--- src/rtl/clint_pkg.sv ---
// clint_pkg: register offsets, default configuration values and the byte-merge helper
// shared by the CLINT timer block.
package clint_pkg;

   localparam int          CLK_DIVIDER_RTC = 380;
   localparam logic [31:0] CLINT_BASE_ADDR = 32'h0200_0000;

   localparam logic [15:0] MSIP_OFF        = 16'h0000;
   localparam logic [15:0] MTIMECMP_LO_OFF = 16'h4000;
   localparam logic [15:0] MTIMECMP_HI_OFF = 16'h4004;
   localparam logic [15:0] MTIME_LO_OFF    = 16'hBFF8;
   localparam logic [15:0] MTIME_HI_OFF    = 16'hBFFC;

   function automatic logic [31:0] merge_bytes(input logic [31:0] old,
                                               input logic [31:0] wdata,
                                               input logic [3:0]  wstrb);
      logic [31:0] res;
      for (int i = 0; i < 4; i++)
         res[8*i +: 8] = wstrb[i] ? wdata[8*i +: 8] : old[8*i +: 8];
      return res;
   endfunction

endpackage

--- src/rtl/clint_rtc_tick.sv ---
// clint_rtc_tick: free-running RTC divider; pulses rtc_tick on the edge where the
// RTC level rises, i.e. once every 2*(RTC_DIV+1) system clocks.
module clint_rtc_tick #(
   parameter int RTC_DIV = 380
) (
   input  logic reset,
   input  logic clock,
   output logic rtc_tick
);

   localparam int W = (RTC_DIV > 0) ? $clog2(RTC_DIV + 1) : 1;

   logic [W-1:0] count;
   logic         level;
   logic         wrap;

   assign wrap     = (count == W'(RTC_DIV));
   assign rtc_tick = wrap & ~level;

   always_ff @(posedge clock) begin
      if (reset) begin
         count <= '0;
         level <= 1'b0;
      end else begin
         count <= wrap ? '0 : count + W'(1);
         level <= wrap ? ~level : level;
      end
   end

endmodule

--- src/rtl/clint_timer.sv ---
// clint_timer: core-local interruptor holding mtime, mtimecmp and msip, with a
// single-cycle bus response and registered timer/software interrupt outputs.
module clint_timer
   import clint_pkg::*;
#(
   parameter int          RTC_DIV   = CLK_DIVIDER_RTC,
   parameter logic [31:0] BASE_ADDR = CLINT_BASE_ADDR
) (
   input  logic        reset,
   input  logic        clock,
   input  logic        clint_valid,
   input  logic        clint_instr,
   input  logic [31:0] clint_addr,
   input  logic [31:0] clint_wdata,
   input  logic [3:0]  clint_wstrb,
   output logic [31:0] clint_rdata,
   output logic        clint_ready,
   output logic        timer_irq,
   output logic        soft_irq
);

   logic [63:0] mtime, mtime_d, mtime_tick;
   logic [63:0] mtimecmp, mtimecmp_d;
   logic        msip, msip_d;
   logic        tick;
   logic [31:0] off_full, rd_val;
   logic [15:0] off;
   logic        wr;
   logic        unused_bits;

   clint_rtc_tick #(.RTC_DIV(RTC_DIV)) u_rtc (
      .reset   (reset),
      .clock   (clock),
      .rtc_tick(tick)
   );

   assign off_full    = clint_addr - BASE_ADDR;
   assign off         = off_full[15:0];
   assign wr          = clint_valid & (|clint_wstrb);
   assign unused_bits = ^{clint_instr, off_full[31:16]};

   assign rd_val = (off == MSIP_OFF)        ? {31'b0, msip}    :
                   (off == MTIMECMP_LO_OFF) ? mtimecmp[31:0]   :
                   (off == MTIMECMP_HI_OFF) ? mtimecmp[63:32]  :
                   (off == MTIME_LO_OFF)    ? mtime[31:0]      :
                   (off == MTIME_HI_OFF)    ? mtime[63:32]     : 32'b0;

   // A bus write to either mtime half suppresses that cycle's increment entirely.
   assign mtime_tick = tick ? mtime + 64'd1 : mtime;
   assign mtime_d = (wr && off == MTIME_LO_OFF) ?
                       {mtime[63:32], merge_bytes(mtime[31:0], clint_wdata, clint_wstrb)} :
                    (wr && off == MTIME_HI_OFF) ?
                       {merge_bytes(mtime[63:32], clint_wdata, clint_wstrb), mtime[31:0]} :
                    mtime_tick;

   assign mtimecmp_d = (wr && off == MTIMECMP_LO_OFF) ?
                          {mtimecmp[63:32], merge_bytes(mtimecmp[31:0], clint_wdata, clint_wstrb)} :
                       (wr && off == MTIMECMP_HI_OFF) ?
                          {merge_bytes(mtimecmp[63:32], clint_wdata, clint_wstrb), mtimecmp[31:0]} :
                       mtimecmp;

   assign msip_d = (wr && off == MSIP_OFF && clint_wstrb[0]) ? clint_wdata[0] : msip;

   always_ff @(posedge clock) begin
      if (reset) begin
         mtime       <= 64'd0;
         mtimecmp    <= 64'hFFFF_FFFF_FFFF_FFFF;
         msip        <= 1'b0;
         timer_irq   <= 1'b0;
         soft_irq    <= 1'b0;
         clint_ready <= 1'b0;
         clint_rdata <= 32'b0;
      end else begin
         mtime       <= mtime_d;
         mtimecmp    <= mtimecmp_d;
         msip        <= msip_d;
         timer_irq   <= (mtime_d >= mtimecmp_d);
         soft_irq    <= msip;
         clint_ready <= clint_valid;
         clint_rdata <= clint_valid ? rd_val : 32'b0;
      end
   end

endmodule
--- config.mk ---
export PLATFORM = sky130hd
export DESIGN_NAME = clint_timer
export DESIGN_NICKNAME = d
export VERILOG_FILES = /design/src/rtl/clint_pkg.sv /design/src/rtl/clint_rtc_tick.sv /design/src/rtl/clint_timer.sv
export SDC_FILE = /design/constraint.sdc
export NUM_CORES = 1
export LEC_CHECK = 0
export ABC_AREA = 0
export BUFFER_PORTS_ARGS = -buffer_cell sky130_fd_sc_hd__buf_2
export CAP_MARGIN = 5
export CORE_MARGIN = 4
export CORE_UTILIZATION = 55
export CTS_CLUSTER_SIZE = 28
export DETAILED_ROUTE_END_ITERATION = 10
export HOLD_SLACK_MARGIN = 0.1
export PLACE_DENSITY = 0.78
export SLEW_MARGIN = 30
export SYNTH_ARGS = -nofsm -noshare
export SYNTH_HDL_FRONTEND = slang
export SYNTH_HIERARCHICAL = 1
export SYNTH_SLANG_ARGS = --single-unit
--- constraint.sdc ---
create_clock -name clock -period 5.7 [get_ports clock]
set_input_delay 1.14 -clock clock [delete_from_list [all_inputs] [get_ports clock]]
set_output_delay 1.14 -clock clock [all_outputs]
set_load 0.005 [all_outputs]
==> qor.yml <==
holdBufCountCts: 0
async_reset_ff_share_pct: 0
power_density_mw_per_mm2: 207
clkLatencyLatePin_ps: 440
dpl_worst_slack_ps: 453
fmax_ghz: 0.189
place_area_mm2: 0.0118
cts_htree_levels: 4
cts_root_buf: "clkbuf_16"
clockPowerShare_pct: 46.9
final_cell_mix: "dfxtp_1, nand2_1, mux2i_1, nor2_1, buf_2"
synth.largest_area_cell: "dfxtp_1"
status: "complete, no violations"
portBuffers: 89
crit_path_start: "u_rtc/count[0]"
syn_area_mm2: 0.0110
crit_fanout: 9
drive_above_1_share_pct: 14.1
cts.sinks: 174
ant_nets: 0
synth-main-ff-cell: "dfxtp_1"
p_int_w: 0.00193
wire_per_inst_um: 21.8
critPathLaunchType: "register"
utilization_pct: 63.3
grt_pass1_vias: 10300
slowest_delay_ps: 580
switching_power_w: 0.000633
arrival_ps: 5550
setup_tns_ps: 0
vias_per_cell: 6.61
ys_ff_latch: 174
synth_edf_count: 0
synth_seq_area_share_pct: 31.7
antenna_found_initial: 1
crit_type: "reg -> reg"
syn_nets: 1441
final_cell_area_mm2: 0.0124
cp_top_family: "simple AND/OR/NAND/NOR gates"
hp-start: "msip"
cts.path.max_buffers: 2
ys_types: 88
slew_viol_final: 0
crit_chain: "inv_1, ha_1, nand4b_2, or3_1, inv_1, nand3_4, or3_1, or3_1, or3_1, o32a_1, o21a_1, ha_1, nand4_1, nor2_1, a221oi_1, o211ai_1, a222oi_1, o21ai_0"
dieHeight_um: 149
finalSetupViolations: 0
overflow: 0
fin_crit_ps: 5290
syn_avg_cell_area_um2: 8.43
clkTransAtPathRegs_ps: 70
p_leak_nw: 5.53
cts_buffers: 17
die_w_um: 149
vdd_drop_max_uv: 188
via_count: 11000
start_util_pct: 56.2
firstDrtPassIters: 9
seq_power_share_pct: 47.8
synth_top_area_share_pct: 31.7
hold_viol: 0
core_mm2: 0.0195
cts_resized: 0
postCtsSetupBuffers: 0
hold_class: "reg -> reg"
gp_congestion: 1.03
r2r-start: "u_rtc/count[0]"
layout.nets: 1521
period_share_pct: 92.9
p_sw_share_pct: 24.7
path_common_cell: "or3_1"
area_growth_pct: 12.7
grt_pass1_wl_um: 56200
grt_max_degree: 58
max_slew.worst_pin.slew_ps: 956
whs_ps: 482
top_level_ports: 107
crit_required_ps: 5960
drc: 0
wl_um: 36300
p_comb_share_pct: 5.3
rows: 51
mostFrequentLayoutCell: "dfxtp_1"
layout_setup_ws_ps: 406
yosysWarnings: 6
cts_tree: "yes"
fin_skew_ps: 11.2
cp-end-kind: "register"
track_usage_pct: 31.9
critPathBufInv: 2
slowest_stage: "or3_1"
synthCells: 1302
rsz0062_at_grt: "false"
yosys-top-cells-area: "dfxtp_1, mux2i_1, ha_1"
post-dp-hpwl_um: 26800
drtIter0Drc: 1227
drv_cap: 0
die_area_mm2: 0.0223
maxSlewHeadroom_pct: 35.8
flip-flops by register name, summed over array words and instances (netlist names):
signal,cells
msip,1
u_rtc/count,9
mtimecmp,64
mtime,64
timer_irq,1
clint_ready,1
u_rtc/level,1
soft_irq,1
clint_rdata,32
metrics by stage:
stage / cells / total power [W]
final: 1661 / 0.00256
after global placement: 1628 / 0.00138
after global routing: 1661 / 0.00263
after detailed placement: 1628 / 0.00139
after floorplan: 1302 / 0.00132
after CTS: 1660 / 0.00257
synth_stat cells, drive strengths merged, types with 17 or more instances:
master / instances
buf: 18
inv: 22
clkbuf: 55
nor3: 51
mux2i: 134
o22a: 31
and4: 17
dfxtp: 174
a21oi: 61
o21ai: 27
a211oi: 19
ha: 67
and2: 26
nor2: 101
nand4: 48
nand3: 64
nand2: 156
nor4: 33
power by group through the flow:
stage | clock network, W | registers, W | logic, W
floorplan | 0 | 0.00125 | 0.0000728
CTS | 0.00121 | 0.00123 | 0.000133
finish | 0.00120 | 0.00123 | 0.000137
global route | 0.00126 | 0.00123 | 0.000143
detailed placement | 0 | 0.00125 | 0.000133
global placement | 0 | 0.00125 | 0.000131
final cells by class:
type | count | area [um^2]
inverters | 22 | 82.6
diodes | 1 | 2.50
multi-input cells | 1032 | 7070
fillers | 1684 | 7160
well taps | 265 | 332
clock buffers | 19 | 443
repair buffers | 135 | 806
flip-flops and latches | 174 | 3480
clock inverters | 13 | 151
final timing paths:
kind | end | slack (ps) | cells past startpoint
max | timer_irq | 410 | 18
min | soft_irq | 480 | 1
max reg2reg | timer_irq | 410 | 18
min reg2reg | soft_irq | 480 | 1
cell families after synthesis:
logic type,Yosys count,share of synthesized area [%]
and+or+nand+nor,566,26.8
xor gates and xnor gates,4,0.319
muxes,142,13.0
adders and majority gates,67,7.64
AOI/OAI and AO/OA,253,16.6
buffers and inverters,96,3.88
DFF,174,31.7
metal layers:
| metal | part of all wire, % | GRT usage (%) |
|---|---|---|
| met5 | 0 | 0 |
| met4 | 4.3 | 14.8 |
| met3 | 9.7 | 6.53 |
| met2 | 45 | 49.5 |
| met1 | 41 | 42.7 |
No activity file was read; power rests on OpenSTA's default activity.
